File: config.mk
export PLATFORM = sky130hd
export DESIGN_NAME = mul_add_seq_flat
export DESIGN_NICKNAME = d
export VERILOG_FILES = /design/src/rtl/mul_add_seq_pkg.sv /design/src/rtl/mul_add_seq_if.sv /design/src/rtl/mul_add_seq.sv /design/src/flat_wrapper.sv
export SDC_FILE = /design/constraint.sdc
export NUM_CORES = 1
export LEC_CHECK = 0
export ABC_AREA = 1
export CAP_MARGIN = 25
export CORE_MARGIN = 5
export CORE_UTILIZATION = 50
export CTS_BUF_LIST = sky130_fd_sc_hd__clkbuf_4 sky130_fd_sc_hd__clkbuf_8 sky130_fd_sc_hd__clkbuf_16
export DETAILED_ROUTE_END_ITERATION = 8
export HOLD_SLACK_MARGIN = 0.03
export PLACE_DENSITY = 0.69
export SETUP_SLACK_MARGIN = 0.15
export SLEW_MARGIN = 40
export SYNTH_ARGS = -nofsm -noshare
export SYNTH_HDL_FRONTEND = slang
export SYNTH_SLANG_ARGS = --single-unit
export TNS_END_PERCENT = 100
File: constraint.sdc
create_clock -name clk -period 2.04 [get_ports clk]
set_input_delay 0.306 -clock clk [delete_from_list [all_inputs] [get_ports clk]]
set_output_delay 0.306 -clock clk [all_outputs]
set_load 0.02 [all_outputs]
File: src/rtl/mul_add_seq_pkg.sv
// Shared definitions for the iterative arithmetic blocks (multiplier and divider).
package mul_add_seq_pkg;

   // One state type shared by the iterative units, so upstream control can
   // treat the divider and the multiplier the same way.
   typedef enum logic {
      IDLE = 1'b0,
      LOOP = 1'b1
   } iter_state_e;

   // Width of the iteration counter, which holds N-1 down to 0.
   // It is never narrower than one bit.
   function automatic int cnt_width(input int n);
      int w;
      w = $clog2(n);
      return (w < 1) ? 1 : w;
   endfunction

endpackage

File: src/rtl/mul_add_seq_if.sv
// Operand/result handshake bundle for the shift-and-add multiplier.
interface mul_add_seq_if #(
   parameter int N_BITS = 8
);
   logic [N_BITS-1:0]   a;
   logic [N_BITS-1:0]   b;
   logic [N_BITS-1:0]   c;
   logic                start;
   logic                busy;
   logic [2*N_BITS-1:0] product;
   logic                overflow;
   logic                result_valid;

   // Requester side: drives operands and start, observes status and result.
   modport master (
      output a, b, c, start,
      input  busy, product, overflow, result_valid
   );

   // Arithmetic unit side.
   modport slave (
      input  a, b, c, start,
      output busy, product, overflow, result_valid
   );
endinterface

File: src/rtl/mul_add_seq.sv
// Iterative unsigned multiply-add: product = a*b + c.
// One multiplier bit is consumed per cycle, so a result takes N_BITS cycles.
module mul_add_seq
   import mul_add_seq_pkg::*;
#(
   parameter int N_BITS = 8
) (
   input  logic        clk,
   input  logic        rst,
   mul_add_seq_if.slave bus
);

   localparam int W2 = 2 * N_BITS;
   localparam int CW = cnt_width(N_BITS);

   iter_state_e     state_q,  state_d;
   logic [W2-1:0]   a_q,      a_d;      // multiplicand, shifted left each step
   logic [N_BITS-1:0] b_q,    b_d;      // multiplier, shifted right each step
   logic [W2-1:0]   acc_q,    acc_d;    // running sum, seeded with the addend
   logic [CW-1:0]   cnt_q,    cnt_d;    // steps remaining minus one
   logic [W2-1:0]   prod_q,   prod_d;
   logic            ovf_q,    ovf_d;
   logic            valid_q,  valid_d;
   logic [W2-1:0]   acc_sum;

   // The worst case, (2^N-1)^2 + (2^N-1), fits in 2N bits, so the
   // accumulator needs no carry-out.
   // Next-state and datapath logic for one multiply-add step.
   always_comb begin
      // NOTE: each signal gets a default first, so no path can leave it
      // unassigned and infer a latch.
      state_d = state_q;
      a_d     = a_q;
      b_d     = b_q;
      acc_d   = acc_q;
      cnt_d   = cnt_q;
      prod_d  = prod_q;
      ovf_d   = ovf_q;
      valid_d = valid_q;
      acc_sum = b_q[0] ? (acc_q + a_q) : acc_q;

      case (state_q)
         IDLE: begin
            // Operands are captured only here. Later input changes cannot
            // reach an operation that is already running.
            if (bus.start) begin
               a_d     = {{N_BITS{1'b0}}, bus.a};
               b_d     = bus.b;
               acc_d   = {{N_BITS{1'b0}}, bus.c};
               cnt_d   = CW'(N_BITS - 1);
               valid_d = 1'b0;
               state_d = LOOP;
            end
         end
         LOOP: begin
            // start is ignored here. The loop always runs all N_BITS steps.
            acc_d = acc_sum;
            a_d   = a_q << 1;
            b_d   = b_q >> 1;
            if (cnt_q == '0) begin
               prod_d  = acc_sum;
               ovf_d   = |acc_sum[W2-1:N_BITS];
               valid_d = 1'b1;
               state_d = IDLE;
            end else begin
               cnt_d = cnt_q - CW'(1);
            end
         end
         default: state_d = IDLE;
      endcase
   end

   // State and datapath registers. Reset discards any in-flight result.
   always_ff @(posedge clk) begin
      // NOTE: reset is synchronous. rst is seen only on a rising clk edge,
      // so it has no place in the sensitivity list.
      if (rst) begin
         state_q <= IDLE;
         a_q     <= '0;
         b_q     <= '0;
         acc_q   <= '0;
         cnt_q   <= '0;
         prod_q  <= '0;
         ovf_q   <= 1'b0;
         valid_q <= 1'b0;
      end else begin
         // NOTE: non-blocking assignments let every register update from
         // values sampled before the edge, whatever the statement order.
         state_q <= state_d;
         a_q     <= a_d;
         b_q     <= b_d;
         acc_q   <= acc_d;
         cnt_q   <= cnt_d;
         prod_q  <= prod_d;
         ovf_q   <= ovf_d;
         valid_q <= valid_d;
      end
   end

   assign bus.busy         = (state_q == LOOP);
   assign bus.product      = prod_q;
   assign bus.overflow     = ovf_q;
   assign bus.result_valid = valid_q;

endmodule

File: src/flat_wrapper.sv
// flat-port wrapper written by rule: the top's interface ports become plain ports
module mul_add_seq_flat import mul_add_seq_pkg::*;
#(
   parameter int N_BITS = 8
)
  (clk, rst, bus_a, bus_b, bus_c, bus_start, bus_busy, bus_product, bus_overflow, bus_result_valid);
  mul_add_seq_if #(.N_BITS(N_BITS)) bus_i ();
  input  logic clk;
  input  logic rst;
  input wire logic [$bits(bus_i.a)-1:0] bus_a;
  input wire logic [$bits(bus_i.b)-1:0] bus_b;
  input wire logic [$bits(bus_i.c)-1:0] bus_c;
  input wire logic [$bits(bus_i.start)-1:0] bus_start;
  output wire logic [$bits(bus_i.busy)-1:0] bus_busy;
  output wire logic [$bits(bus_i.product)-1:0] bus_product;
  output wire logic [$bits(bus_i.overflow)-1:0] bus_overflow;
  output wire logic [$bits(bus_i.result_valid)-1:0] bus_result_valid;
  assign bus_i.a = bus_a;
  assign bus_i.b = bus_b;
  assign bus_i.c = bus_c;
  assign bus_i.start = bus_start;
  assign bus_busy = bus_i.busy;
  assign bus_product = bus_i.product;
  assign bus_overflow = bus_i.overflow;
  assign bus_result_valid = bus_i.result_valid;
  mul_add_seq #(.N_BITS(N_BITS)) u_core (.clk(clk), .rst(rst), .bus(bus_i));
endmodule
==> impl_metrics.py, run 1 <==
metrics = {
    "outcome": {
        "status": "finished clean",
    },
    "flow_run": {
        "cap_violations": 0,
    },
    "critical_path": {
        "end_kind": "register",
        "path_class": "register to register",
        "critPathRequiredTime_ns": 2.27,
        "arrival_ns": 2.12,
        "r2r_slack_ns": 0.15,
        "cp_max_fo": 7,
        "crit_path_start_kind": "register",
    },
    "yosys": {
        "syn_avg_cell_area_sq_um": 6.39,
        "yosysTopAreaCellShare_pct": 34.0,
        "synth_edf_count": 0,
        "synth_area_leader_cell": "dfxtp_1",
        "ys_types": 32,
        "ys_seq_area_share_pct": 34.0,
        "ys_warn_count": 0,
        "synth_nets": 617,
        "async_flop_share_pct": 0,
        "synth_area_leaders": "dfxtp_1, nand2_1, inv_1",
        "synth.cell_area_sq_um": 3650,
        "yosys_register_bits": 62,
        "ys.flop_type": "dfxtp_1",
        "synth_cells": 572,
    },
    "clock_tree": {
        "cts_tree": "yes",
        "cts_buffers": 9,
        "root_buffer": "clkbuf_8",
        "clkSinkCount": 62,
        "cts_buffer_depth": 2,
        "clock_latency_ns": 0.34,
        "path_clk_slew_ns": 0.07,
        "cts_max_level": 3,
        "hold_buffers": 0,
    },
    "final_layout": {
        "drive_gt1_share_pct": 14.7,
        "syn_to_final_growth_pct": 27.2,
        "finalNetCount": 664,
        "antennaDiodeCount": 0,
    },
    "routing": {
        "vias_per_cell": 5.01,
        "postRouteAntennaNets": 0,
        "drt_wl_total_mm": 9.33,
        "wire_per_inst_um": 12.9,
        "drc": 0,
        "drt-pass1-iter-count": 4,
        "drt-initial-drc-count": 207,
        "vias": 3625,
    },
    "timing": {
        "period_share_pct": 92.5,
        "max_clock_freq_ghz": 0.530,
        "min_period_ns": 1.89,
        "slew_headroom_pct": 57.0,
        "rsz0062_at_grt": "true",
        "hold_viol_final": 0,
        "setup_ws_ns": 0.153,
        "fin_skew_ns": 0.00953,
        "worst_slew_pin_slew_ns": 0.644,
        "slew_violations": 0,
        "setup_viol": 0,
    },
    "die": {
        "core_area_sq_um": 7180,
        "pin_count": 46,
        "die_x_um": 95.5,
        "start_util_pct": 50.9,
        "rows": 31,
        "dieArea_sq_um": 9120,
        "dieHeight_um": 95.5,
    },
    "global_route": {
        "track_usage_pct": 21.1,
        "antenna_found_initial": 0,
        "grt_pass1_vias": 3356,
        "grt_pass1_wl_mm": 15.0,
        "overflow": 0,
        "grt_max_degree": 43,
    },
    "place": {
        "gp_congestion": 0.905,
        "dp_hpwl_mm": 6.51,
        "place_ws_ns": -0.0154,
        "port_buffers": 45,
    },
    "pwr": {
        "total_power_uw": 3010,
        "power.density_nw_per_um2": 647,
        "peakVddDrop_uv": 399,
        "leakagePower_uw": 0.00223,
    },
    "min_path": {
        "holdCritPathClass": "register to register",
    },
}
## stage by stage
| step | std cells | cell area [sq um] | hold WS [ns] | util (%) | setup TNS, ns |
|---|---|---|---|---|---|
| 2_1_floorplan | 572 | 3650 | 0.440 | - | 0 |
| 3_3_place_gp | 703 | 4210 | 0.454 | 58.7 | 0 |
| 3_5_place_dp | 703 | 4210 | 0.456 | 58.7 | -0.0154 |
| 4_1_cts | 721 | 4520 | 0.469 | 63.0 | 0 |
| 5_1_grt | 723 | 4650 | 0.505 | 64.8 | -0.00682 |
| 6_report | 723 | 4650 | 0.467 | 64.8 | 0 |
## cells in the mapped netlist, types with 2 or more instances
cell,number
a21oi_1,29
ha_1,17
inv_1,80
buf_1,2
nand2_1,203
o211ai_1,4
buf_4,2
inv_2,2
o21ai_0,21
a22oi_1,11
a221oi_1,2
nand4_1,3
nand3_1,30
buf_2,6
xnor2_1,5
and2_1,3
clkbuf_1,13
a31oi_1,8
dfxtp_1,62
nor2_1,40
or2_2,3
o21ai_1,2
nor2_2,4
nand3_2,3
nand2_2,10
## layer usage
metal  track usage, %  wire length [um]  up-vias
met3             4.74               588       12
li1                 -                 -     1888
met5                0                 0        -
met2             36.6              4570      101
met4             6.40               106        0
met1             26.1              4060     1624
## final cells by class
class / instances / area (sq um)
clock inverter: 4 / 47.5
timing repair buffer: 60 / 576
inverter: 82 / 308
tap: 99 / 124
fill: 681 / 2530
sequential: 62 / 1250
multi-input combinational: 404 / 2200
clock buffer: 12 / 146
## placed cells by master, fill, tap and decap left out, types with 9 or more instances in the layout
cell type / Yosys / routed
a22oi_1: 11 / 11
ha_4: 0 / 10
nand3_1: 30 / 25
clkdlybuf4s50_1: 0 / 45
nand2_2: 10 / 19
a21oi_1: 29 / 26
nand2_1: 203 / 194
nor2_1: 40 / 39
inv_1: 80 / 80
clkbuf_8: 1 / 9
o21ai_0: 21 / 19
buf_4: 2 / 14
dfxtp_1: 62 / 55
## kinds of logic after synthesis
logic type                 synth area share [%]
adders and majority gates                  6.37
DFF                                        34.0
and+or+nand+nor                            34.6
xor gates and xnor gates                   1.44
AOI/OAI and AO/OA                          12.1
buffers and inverters                      11.6
## critical path, cell delays in order (launching register included)
cell and delay (ns):
dfxtp_1 0.41, ha_4 0.25, or2_1 0.25, nand3_1 0.11, nand2_2 0.08, nand2_1 0.09
nand3_1 0.10, nand3_2 0.10, nand2_2 0.06, nor2_2 0.15, nand3_1 0.09, nand2_1 0.06
inv_1 0.04
## repair_timing
action	4_1_cts	5_1_grt
gates resized for setup	22	24
setup endpoints to repair	10	18
pin swaps	7	4
setup buffers	2	2
## worst paths after layout
kind | end | start | cells after the start
max | u_core.bus.overflow | u_core.acc_q[2] | 12
min | u_core.bus.result_valid | u_core.bus.result_valid | 2
max reg2reg | u_core.bus.overflow | u_core.acc_q[2] | 12
min reg2reg | u_core.bus.result_valid | u_core.bus.result_valid | 2
## sequential cells by signal, indices dropped and copies added, names as in the netlist
signal / count
u_core.bus.overflow: 1
u_core.b_q: 8
u_core.bus.result_valid: 1
u_core.cnt_q: 3
u_core.bus.product: 16
u_core.bus.busy: 1
u_core.acc_q: 16
u_core.a_q: 16
## where the power goes
group | total [uW] | leakage, uW | switching, uW | internal, uW
clock | 1070 | 0.000101 | 471 | 601
combinational | 587 | 0.00162 | 327 | 260
sequential | 1350 | 0.000509 | 62.1 | 1280
total | 3010 | 0.00223 | 860 | 2150
Note: power is estimated with default switching activity, not from simulation.
==> run 2: changes to the inputs <==
--- a/config.mk
+++ b/config.mk
@@ -7,9 +7,10 @@
 export LEC_CHECK = 0
 export ABC_AREA = 1
 export CAP_MARGIN = 25
-export CORE_MARGIN = 5
+export CORE_MARGIN = 2
 export CORE_UTILIZATION = 50
 export CTS_BUF_LIST = sky130_fd_sc_hd__clkbuf_4 sky130_fd_sc_hd__clkbuf_8 sky130_fd_sc_hd__clkbuf_16
+export CTS_CLUSTER_SIZE = 14
 export DETAILED_ROUTE_END_ITERATION = 8
 export HOLD_SLACK_MARGIN = 0.03
 export PLACE_DENSITY = 0.69
==> run 2 against run 1 <==
Design area unchanged. Core utilization unchanged. Total power decreased by 3.1%. Fmax decreased by 0.74%. Register-to-register slack about the same. Non-clock buffer count decreased by 3. Combinational power about the same. Sequential cell count unchanged. Clock power decreased by 8%. Largest power group unchanged. Global-route usage increased by 3.0 points. Critical path depth increased by 2. First-iteration DRC count increased by 6.8%.
==> impl_metrics.py, run 2 (synthesis results as in run 1) <==
metrics = {
    "timing": {
        "worst_slew_pin_slew_ns": 0.632,
        "slew_headroom_pct": 57.8,
        "setup_viol": 0,
        "rsz0062_at_grt": "true",
        "holdWs_ns": 0.467,
        "max_clock_freq_ghz": 0.526,
        "min_period_ns": 1.90,
        "slew_violations": 0,
        "fin_skew_ns": 0.00974,
        "hold_viol_final": 0,
        "period_share_pct": 93.2,
    },
    "routing": {
        "wire_per_inst_um": 12.8,
        "postRouteAntennaNets": 0,
        "drt-initial-drc-count": 221,
        "drt-pass1-iter-count": 5,
        "vias": 3661,
        "drt_wl_total_mm": 9.19,
        "vias_per_cell": 5.08,
        "drc": 0,
    },
    "critical_path": {
        "end_kind": "register",
        "reg2regPathDepth": 14,
        "regToRegStartpoint": "u_core.a_q[0]",
        "path_class": "register to register",
        "arrival_ns": 2.17,
        "crit_path_start_kind": "register",
        "cp_max_fo": 4,
        "r2r_slack_ns": 0.14,
        "critPathRequiredTime_ns": 2.31,
        "r2r_end": "u_core.bus.overflow",
    },
    "die": {
        "die_x_um": 89.5,
        "dieHeight_um": 89.5,
        "pin_count": 46,
        "rows": 31,
        "dieArea_sq_um": 8010,
        "start_util_pct": 50.9,
        "core_area_sq_um": 7180,
    },
    "pwr": {
        "power.density_nw_per_um2": 627,
        "swShare_pct": 31.9,
        "leakagePower_uw": 0.00221,
        "pwr-share-clk_pct": 33.7,
        "switching_power_uw": 929,
        "peakVddDrop_uv": 377,
        "pwr-share-seq_pct": 46.2,
        "combPwrFrac_pct": 20.1,
        "power.internal_uw": 1980,
    },
    "clock_tree": {
        "hold_buffers": 0,
        "cts_max_level": 3,
        "root_buffer": "clkbuf_8",
        "clkSinkCount": 62,
        "cts_buffer_depth": 2,
        "clock_latency_ns": 0.36,
        "path_clk_slew_ns": 0.08,
        "cts_buffers": 9,
        "cts_tree": "yes",
    },
    "flow_run": {
        "cap_violations": 0,
    },
    "global_route": {
        "antenna_found_initial": 0,
        "use_met2_pct": 40.1,
        "busiest_layer": "met2",
        "overflow": 0,
        "track_usage_pct": 24.2,
        "use_met3_pct": 6.46,
        "grt_max_degree": 43,
        "grt_pass1_wl_mm": 14.9,
        "grt_pass1_vias": 3363,
        "grtUsageMet1_pct": 30.0,
    },
    "outcome": {
        "status": "finished clean",
    },
    "final_layout": {
        "finalNonFillerCells": 720,
        "final_common_cell": "nand2_1",
        "drive_gt1_share_pct": 14.8,
        "syn_to_final_growth_pct": 27.2,
        "antennaDiodeCount": 0,
        "final_area_sq_um": 4650,
        "mostFrequentLayoutCells": "nand2_1, inv_1, dfxtp_1, clkdlybuf4s50_1, nor2_1",
        "finalNetCount": 661,
        "fin_util_pct": 64.8,
    },
    "min_path": {
        "min_path_cells": 2,
        "whs_endpoint": "u_core.bus.result_valid",
        "holdCritPathClass": "register to register",
        "hp-start": "u_core.bus.result_valid",
    },
    "place": {
        "port_buffers": 45,
        "dp_hpwl_mm": 6.33,
        "placedCellCount": 701,
        "place_area_sq_um": 4200,
        "gp_congestion": 0.879,
    },
}
-- run 2: cell types whose count changed in the layout (fill, tap and decap cells not counted), moves of 2 or more --
cell        change
a21oi_1         +2
buf_4           -3
nor2_1          -2
o21ai_0         -2
a21oi_2         -2
nand3_1         -2
o21ai_1         +2
nand3_2         +2
clkbuf_4        -3
clkinvlp_4      +2
ha_4            +2
-- run 2: repair_timing --
item / in CTS / in global routing
endpoints found under the hold margin: 0 / 0
endpoints found under the setup margin: 10 / 17
gates resized for setup: 20 / 36
pin swaps: 6 / 13
setup buffers: 2 / 1
-- run 2: metrics by stage --
stage	power [uW]	setup TNS [ns]	worst slack [ns]
after floorplan	1700	0	0.179
after global placement	1900	0	0.0654
after detailed placement	1910	-0.0423	-0.0423
after CTS	2900	0	0.143
after global routing	3070	0	0.0170
final	2910	0	0.139
-- run 2: worst max-delay path, stage by stage (launching register included) --
cell	delay, ns
dfxtp_2	0.34
ha_4	0.16
fa_2	0.38
nand2_2	0.11
nand2_2	0.05
nand3_2	0.06
nand2_2	0.07
nand2_2	0.08
nand3_2	0.08
nand3_2	0.10
nand3_2	0.09
nor2_2	0.11
nand3_1	0.07
nand2_1	0.07
inv_1	0.04
-- run 2: power groups by stage --
stage                     combinational, uW  sequential [uW]  clock [uW]
after floorplan                         320             1380           0
final                                   586             1350         981
after CTS                               558             1340        1000
after global routing                    654             1360        1060
after detailed placement                544             1360           0
after global placement                  537             1360           0
-- run 2: worst max path at each step --
| stage | from | endpoint | slack (ns) | depth (start not counted) |
|---|---|---|---|---|
| CTS | u_core.a_q[8] | u_core.bus.overflow | 0.14 | 13 |
| global placement | u_core.acc_q[0] | u_core.bus.overflow | 0.07 | 14 |
| floorplan | u_core.acc_q[0] | u_core.bus.overflow | 0.18 | 14 |
| finish | u_core.a_q[0] | u_core.bus.overflow | 0.14 | 14 |
| detailed placement | u_core.a_q[0] | u_core.bus.overflow | -0.04 | 14 |
| global route | u_core.a_q[0] | u_core.bus.overflow | 0.02 | 14 |
-- run 2: area by class of cell --
type / count / area (sq um)
repair buffers: 57 / 556
inverters: 82 / 308
well taps: 99 / 124
clock inverters: 7 / 50.0
clock buffers: 9 / 124
fillers: 650 / 2530
multi-input cells: 404 / 2240
flip-flops and latches: 62 / 1250
-- run 2: metal layers --
layer	part of all wire, %	wire length [um]	up-vias
li1	-	-	1884
met1	46	4240	1683
met2	48	4420	79
met3	4.1	381	15
met4	1.6	150	0
met5	0	0	-
